==> config.mk <==
export PLATFORM = sky130hd
export DESIGN_NAME = alu_operand_arbiter
export DESIGN_NICKNAME = d
export VERILOG_FILES = /design/src/rtl/alu_operand_arbiter.sv
export SDC_FILE = /design/constraint.sdc
export NUM_CORES = 1
export LEC_CHECK = 0
export CORE_MARGIN = 4
export CORE_UTILIZATION = 46
export DETAILED_ROUTE_END_ITERATION = 8
export PLACE_DENSITY = 0.83
export RECOVER_POWER = 25
export SYNTH_ARGS = -nofsm -noshare
export SYNTH_HDL_FRONTEND = slang
export SYNTH_SLANG_ARGS = --single-unit
==> constraint.sdc <==
create_clock -name clk -period 4.2 [get_ports clk]
set_input_delay 0.42 -clock clk [delete_from_list [all_inputs] [get_ports clk]]
set_output_delay 0.42 -clock clk [all_outputs]
set_load 0.1 [all_outputs]
==> src/rtl/alu_operand_arbiter.sv <==
// alu_operand_arbiter: burst-bounded round-robin between two operand requesters feeding a one-entry ALU output register
module alu_operand_arbiter #(
    parameter int WIDTH     = 8,
    parameter int MAX_BURST = 4
) (
    input  logic             clk,
    input  logic             rst_n,
    input  logic             a_valid,
    input  logic [WIDTH-1:0] a_data,
    output logic             a_ready,
    input  logic             b_valid,
    input  logic [WIDTH-1:0] b_data,
    output logic             b_ready,
    output logic             sel,
    output logic             y_valid,
    output logic [WIDTH-1:0] y_data,
    output logic             y_src,
    input  logic             y_ready
);
    typedef enum logic [1:0] {IDLE, OWN_A, OWN_B} state_t;
    localparam logic [3:0] MAX_B = 4'(MAX_BURST);
    state_t           state_q, state_d;
    logic [3:0]       burst_q, burst_d;
    logic             y_valid_q, y_valid_d, y_src_q, y_src_d;
    logic [WIDTH-1:0] y_data_q, y_data_d;
    logic             load_en, gnt_a, gnt_b, gnt, same, sat;
    always_comb begin
        load_en = !y_valid_q || y_ready;
        sat     = burst_q >= MAX_B;
        gnt_a   = 1'b0;
        gnt_b   = 1'b0;
        if (load_en) begin
            if (a_valid && b_valid) begin
                gnt_a = state_q == OWN_B ? sat : state_q == OWN_A ? !sat : 1'b1;
                gnt_b = !gnt_a;
            end else begin
                gnt_a = a_valid;
                gnt_b = b_valid;
            end
        end
        gnt       = gnt_a || gnt_b;
        same      = (gnt_a && state_q == OWN_A) || (gnt_b && state_q == OWN_B);
        // sel follows the grant; while stalled it parks on the last owner
        sel       = gnt_b || (!load_en && state_q == OWN_B);
        state_d   = !load_en ? state_q : gnt_a ? OWN_A : gnt_b ? OWN_B : IDLE;
        burst_d   = !load_en ? burst_q : !gnt ? 4'd0 : !same ? 4'd1 : sat ? MAX_B : burst_q + 4'd1;
        y_valid_d = load_en ? gnt : y_valid_q;
        y_data_d  = gnt ? (sel ? b_data : a_data) : y_data_q;
        y_src_d   = gnt ? gnt_b : y_src_q;
    end
    always_ff @(posedge clk or negedge rst_n) begin
        if (!rst_n) begin
            state_q   <= IDLE;
            burst_q   <= 4'd0;
            y_valid_q <= 1'b0;
            y_data_q  <= '0;
            y_src_q   <= 1'b0;
        end else begin
            state_q   <= state_d;
            burst_q   <= burst_d;
            y_valid_q <= y_valid_d;
            y_data_q  <= y_data_d;
            y_src_q   <= y_src_d;
        end
    end
    assign a_ready = gnt_a;
    assign b_ready = gnt_b;
    assign y_valid = y_valid_q;
    assign y_data  = y_data_q;
    assign y_src   = y_src_q;
endmodule

==> results_dict.tcl, run 1 <==
set metrics [dict create \
    synth-seq-cells 16 \
    cts.sink_count 16 \
    cts_max_path_buffers 2 \
    yosys.area_share.xor_xnor_pct 0 \
    tightest_slew_ns 0.974 \
    power_report.internal_total_uw 299 \
    floorplan.initialDensity_pct 49.7 \
    power_frac_comb_pct 47.5 \
    crit_path_start_kind "flip-flop" \
    status "complete, no violations" \
    cpMaxStageDelayCell "clkdlybuf4s50_1" \
    hold_violations 0 \
    timing.max_cap.violations 0 \
    synth_top_family_by_area "compound AO/OA/AOI/OAI gates" \
    post_layout_nonfiller_instances 149 \
    gp_congestion 0.769 \
    clock_tree.root_cell "clkbuf_4" \
    postLayoutCoreUtil_pct 70.2 \
    first_pass_iters 3 \
    critical_path_required_ns 3.78 \
    synth_adder_area_share_pct 1.41 \
    worst_setup_hold_path_clk_slew_ns 0.09 \
    die_height_um 51.9 \
    power_switching_uw 251 \
    wl_per_cell_um 14.2 \
    rsz_0062_raised_after_global_routing "false" \
    min_period_over_period_pct 76.4 \
    timing.max_slew.rel_slack_pct 34.9 \
    design.final.nets 147 \
    end_kind "output pin" \
    synth_compound_gate_area_share_pct 28.7 \
    power.share.switching_pct 45.6 \
    core_footprint_um2 1780 \
    dpl.cell_count 145 \
    postSynthCellCount 90 \
    critical_path.max_stage_delay_ns 1.17 \
    synthToLayoutAreaGrowth_pct 41.2 \
    fp.dieArea_um2 2690 \
    static-leakage-power_uw 0.000518 \
    avgViaCountPerCell 5.50 \
    hold_ws_ns 0.507 \
    grt_max_degree 17 \
    synth.area.mux_share_pct 1.69 \
    timing.final.max_slew_violations 0 \
    overall_routing_resource_usage_pct 18.6 \
    floorplan_row_count 15 \
    number_of_warnings_reported_in_the_yosys_synthesis_log 0 \
    tns_ns 0 \
    die-width_um 51.9 \
    quantity_of_i_o_buffers_inserted_on_ports 33 \
    final_critical_period_ns 3.21 \
    post-cts-setup-buffers 0 \
    cts_buffers 3 \
    final-setup-viol-count 0 \
    cp_cell_sequence "or2_4 -> mux2_4 -> a211oi_4 -> clkdlybuf4s50_1" \
    power.share.sequential_pct 34.3 \
    yosys.area_share.simple_pct 18.6 \
    grt_pass1_vias 857 \
    power_frac_clock_pct 18.2 \
    setup.worst_path.class "reg2out" \
    syn_nets 112 \
    clk_latency_ns 0.28 \
    h_tree_lvls 1 \
    layout-drive-gt1-share_pct 12.1 \
    post_cts.resized_instances 0 \
    cts_hold_buffers 0 \
    netlist-cell-type-count 32 \
    num_antenna_cells 0 \
    max_freq_mhz 312 \
    avgSynthCellArea_um2 9.84 \
    route.final.wire_length_mm 2.12 \
    drt_iter0_drc 6 \
    seq_total_area_yosys_pct 45.2 \
    worstPathArrival_ns 2.79 \
    top_level_ports 34 \
    hold_path_class "reg2reg" \
    peakVddDrop_v 0.000301 \
    tritoncts "done" \
    num-fill-cells 146 \
    dp.final_hpwl_mm 1.63 \
    grt_first_pass_wirelength_mm 3.73 \
    worstPathMaxFanout 7 \
    grt_remaining_overflow 0 \
    post_synth_instance_area_um2 886 \
    number_of_antenna_violations_at_the_first_check_in_global_routing 0 \
    via_count 819 \
    finClkSkew_ns 0.00394 \
    ant_nets 0 \
    drc_violation_count_after_routing 0 \
    pwr_density_cell_nw_per_um2 439 \
]
[cells in the final DEF, fill, tap and decap left out]
cell type / instances
nor3b_1: 1
o21ba_2: 1
clkbuf_1: 1
a211oi_4: 1
a32o_1: 1
buf_4: 2
mux2_4: 1
o2111ai_1: 8
a21oi_1: 1
nand2_1: 19
nor2_2: 1
a22o_2: 1
o21ai_1: 1
nor2_1: 5
o21ai_0: 3
nor3_1: 1
o211ai_1: 8
dfrtp_1: 16
or3_2: 1
and2_1: 1
clkdlybuf4s50_1: 29
a32oi_1: 1
dlygate4sd3_1: 2
nor2b_1: 3
and3b_1: 1
a21oi_2: 1
clkbuf_8: 1
o21ai_2: 1
a21o_1: 2
nand2b_1: 1
o21a_1: 1
inv_1: 2
or2_4: 1
clkbuf_4: 3
ha_1: 1
[cells in the mapped netlist]
| master | instances | area share [%] |
|---|---|---|
| a21o_1 | 2 | 1.7 |
| o21ai_2 | 1 | 0.99 |
| nand2_1 | 19 | 8.1 |
| a32o_1 | 1 | 1.1 |
| o21ai_0 | 3 | 1.7 |
| dfrtp_1 | 16 | 45 |
| buf_6 | 1 | 1.3 |
| a21oi_1 | 1 | 0.56 |
| a21oi_2 | 1 | 0.99 |
| or3_2 | 1 | 0.85 |
| nor3_1 | 1 | 0.56 |
| o21a_1 | 1 | 0.85 |
| ha_1 | 1 | 1.4 |
| and3b_1 | 1 | 0.99 |
| nor2b_1 | 3 | 2.1 |
| a211oi_4 | 1 | 2.3 |
| mux2_4 | 1 | 1.7 |
| or2_4 | 1 | 0.99 |
| a22o_2 | 1 | 1.1 |
| nor2_2 | 1 | 0.71 |
| o21ai_1 | 1 | 0.56 |
| buf_2 | 1 | 0.56 |
| nor2_1 | 5 | 2.1 |
| o2111ai_1 | 8 | 7.9 |
| a32oi_1 | 1 | 0.99 |
| inv_1 | 2 | 0.85 |
| nand2b_1 | 1 | 0.71 |
| and2_1 | 1 | 0.71 |
| o211ai_1 | 8 | 6.8 |
| o21ba_2 | 1 | 1.1 |
| nor3b_1 | 1 | 0.85 |
| buf_4 | 2 | 1.7 |
[state kept, by name, indices dropped and copies added (netlist names)]
register / flops
y_src: 1
y_valid: 1
y_data: 8
burst_q: 4
state_q: 2
[metrics by stage]
stage / area (um2) / setup slack (ns) / power [uW]
finish: 1250 / 0.990 / 550
floorplan: 886 / 1.55 / 383
detailed placement: 1220 / 1.27 / 454
CTS: 1250 / 0.989 / 555
global placement: 1220 / 1.27 / 450
global route: 1250 / 0.908 / 576
[worst max-delay path: cells and delay by family, from the launching register on]
family,cells,cell delay [ns]
AND/OR/NAND/NOR,1,0.30
flip-flops,1,0.46
AO/OA/AOI/OAI,1,0.26
multiplexers,1,0.32
buffers and inverters,1,1.17
[cells by family (layout without fill, tap and decap cells)]
kind of cell / after synthesis / after routing
compound gates: 31 / 31
fa+ha+maj: 1 / 1
buf+inv: 6 / 40
flops: 16 / 16
mux: 1 / 1
simple gates: 35 / 35
[layout make-up]
class | count | area, um2 | area share (%)
tap | 25 | 31.3 | 2.50
clock buffer | 4 | 36.3 | 2.90
inverter | 2 | 7.51 | 0.600
timing repair buffer | 34 | 329 | 26.3
sequential | 16 | 400 | 32.0
multi-input combinational | 68 | 447 | 35.7
[power by group through the flow]
stage               Sequential, uW  Clock, uW  Combinational, uW
floorplan                      307          0               76.3
global placement               190          0                260
detailed placement             191          0                263
CTS                            189        103                264
global route                   192        109                275
finish                         189        100                261
[worst paths after layout]
| kind | startpoint | endpoint | slack [ns] | cells after the start |
|---|---|---|---|---|
| max reg2reg | y_valid$_DFFE_PN0N_ | y_data[0]$_DFFE_PN0P_ | 2.31 | 5 |
| min reg2reg | y_data[7]$_DFFE_PN0P_ | y_data[7]$_DFFE_PN0P_ | 0.51 | 2 |
| max | burst_q[2]$_DFFE_PN0N_ | a_ready | 0.99 | 4 |
| max in group asynchronous | rst_n | y_data[4]$_DFFE_PN0P_ | 3.12 | 1 |
| min | y_data[7]$_DFFE_PN0P_ | y_data[7]$_DFFE_PN0P_ | 0.51 | 2 |
| min in group asynchronous | rst_n | burst_q[2]$_DFFE_PN0N_ | 0.62 | 1 |
[per-layer routing]
| layer | vias to the layer above | GRT usage (%) | part of all wire [%] |
|---|---|---|---|
| met1 | 392 | 23.8 | 44 |
| met5 | - | 0 | 0 |
| met3 | 0 | 3.15 | 6.8 |
| met2 | 25 | 31.4 | 49 |
| met4 | 0 | 6.55 | 0 |
| li1 | 402 | - | - |
Power figures use the tool's default switching activity.
==> run 2, diff against run 1 <==
Settings changed: CORE_UTILIZATION 46 to 42, PLACE_DENSITY 0.83 to 0.77.
Clock period 4.2 ns to 3.2 ns, I/O delays scaled along.
==> run 2 against run 1 <==
Effect of this change: worst hold slack lost 0.0025 ns; clock power grew 34%; non-clock buffer count is the same; sequential share of layout area shrank 0.32 points; sequential power grew 31%; routed wire length grew 0.71%; final cell count grew 1.3%; critical endpoint is now sel; highest routed layer is now met4.
==> results_dict.tcl, run 2 (synthesized netlist as in run 1, its figures left out) <==
set metrics [dict create \
    status "complete, no violations" \
    layout-drive-gt1-share_pct 12.9 \
    clock_tree.root_cell "clkbuf_4" \
    cts_max_path_buffers 2 \
    worstPathArrival_ns 2.19 \
    mostFrequentLayoutCell "clkdlybuf4s50_1" \
    cts.sink_count 16 \
    synthToLayoutAreaGrowth_pct 42.7 \
    max_freq_mhz 398 \
    final-setup-viol-count 0 \
    tns_ns 0 \
    timing.final.max_slew_violations 0 \
    drc_violation_count_after_routing 0 \
    grt_first_pass_wirelength_mm 3.51 \
    grt_remaining_overflow 0 \
    fp.dieArea_um2 2910 \
    highest_metal_layer_used_by_the_detailed_router "met4" \
    wl_met3_um 173 \
    overall_routing_resource_usage_pct 16.7 \
    largest_reg_flops 8 \
    cts_buffers 3 \
    crit_path_start_kind "input port" \
    quantity_of_i_o_buffers_inserted_on_ports 33 \
    die_height_um 53.9 \
    grt_max_degree 17 \
    grt_pass1_vias 795 \
    timing.max_cap.violations 0 \
    postLayoutCoreUtil_pct 63.8 \
    setup.worst_path.class "in2out" \
    tritoncts "done" \
    end_kind "output pin" \
    critical_path_required_ns 2.88 \
    first_pass_iters 4 \
    rsz_0062_raised_after_global_routing "false" \
    finClkSkew_ns 0.00731 \
    h_tree_lvls 1 \
    post_cts.resized_instances 0 \
    design.final.nets 147 \
    floorplan.initialDensity_pct 44.7 \
    wl_per_cell_um 14.1 \
    die-width_um 53.9 \
    worst_setup_hold_path_clk_slew_ns 0.09 \
    avgViaCountPerCell 5.45 \
    num-fill-cells 164 \
    final_critical_period_ns 2.51 \
    num_antenna_cells 0 \
    routed-wl-met2_um 973 \
    wirelength_met1_um 974 \
    route.final.wire_length_mm 2.14 \
    clk_latency_ns 0.28 \
    tightest_slew_ns 0.976 \
    hold_violations 0 \
    hold_path_class "reg2reg" \
    peakVddDrop_v 0.000375 \
    ant_nets 0 \
    gp_congestion 0.773 \
    core_footprint_um2 1980 \
    min_period_over_period_pct 78.5 \
    dp.final_hpwl_mm 1.65 \
    worstPathMaxFanout 11 \
    floorplan_row_count 16 \
    timing.max_slew.rel_slack_pct 34.7 \
    via_count 823 \
    layout_common_cells "28 x clkdlybuf4s50_1, 19 x nand2_1, 16 x dfrtp_1" \
    post-cts-setup-buffers 0 \
    pwr_density_cell_nw_per_um2 577 \
    top_level_ports 34 \
    cts_hold_buffers 0 \
    static-leakage-power_uw 0.000523 \
    drt_iter0_drc 14 \
    number_of_antenna_violations_at_the_first_check_in_global_routing 0 \
]
==> run 2: changes by cell type in the layout (fill, tap and decap cells not counted), sizes merged <==
cell and delta:
buf +1, clkdlybuf4s50 -1
==> run 2: path summary, 6_finish.rpt <==
check                                    startpoint                      to  slack [ns]  depth (start not counted)
worst max-delay path                        y_ready                     sel        0.69                          7
worst min-delay path              y_src$_DFFE_PN0P_       y_src$_DFFE_PN0P_        0.50                          2
worst max register to register  y_valid$_DFFE_PN0N_   y_data[6]$_DFFE_PN0P_        1.34                          5
worst min register to register    y_src$_DFFE_PN0P_       y_src$_DFFE_PN0P_        0.50                          2
max in group asynchronous                     rst_n     y_valid$_DFFE_PN0N_        2.20                          1
min in group asynchronous                     rst_n  burst_q[2]$_DFFE_PN0N_        0.53                          1
==> run 2: cell type report <==
cell class	instances	area (um2)	area share, %
clock buffers	4	36.3	2.87
inverters	2	7.51	0.594
multi-input cells	68	447	35.3
flip-flops and latches	16	400	31.7
well taps	27	33.8	2.67
repair buffers	34	339	26.8
==> run 2: metal layers <==
layer | global-route usage [%] | vias up
met5 | 0 | -
met4 | 6.38 | 0
met3 | 3.60 | 2
met2 | 26.6 | 34
met1 | 21.9 | 384
li1 | - | 403
==> run 2: critical path, stage by stage <==
cell             delay (ns)
clkdlybuf4s50_1        0.46
nor2b_1                0.04
clkbuf_1               0.26
o21ai_2                0.41
o21a_1                 0.37
inv_1                  0.13
buf_12                 0.19
==> run 2: where the power goes <==
group / total [uW] / switching (uW) / internal, uW
clock: 134 / 65.1 / 69.2
combinational: 347 / 250 / 97.1
sequential: 247 / 17.7 / 230
==> run 2: metrics by stage <==
step                      power [uW]  cells  hold slack [ns]  area, um2  setup WS (ns)
after detailed placement         601    147            0.488       1230          0.772
final                            729    151            0.504       1260          0.687
after CTS                        738    151            0.490       1270          0.763
after global routing             761    151            0.540       1260          0.576
after global placement           596    147            0.483       1230          0.833
after floorplan                  503     90           0.0244        886          0.649
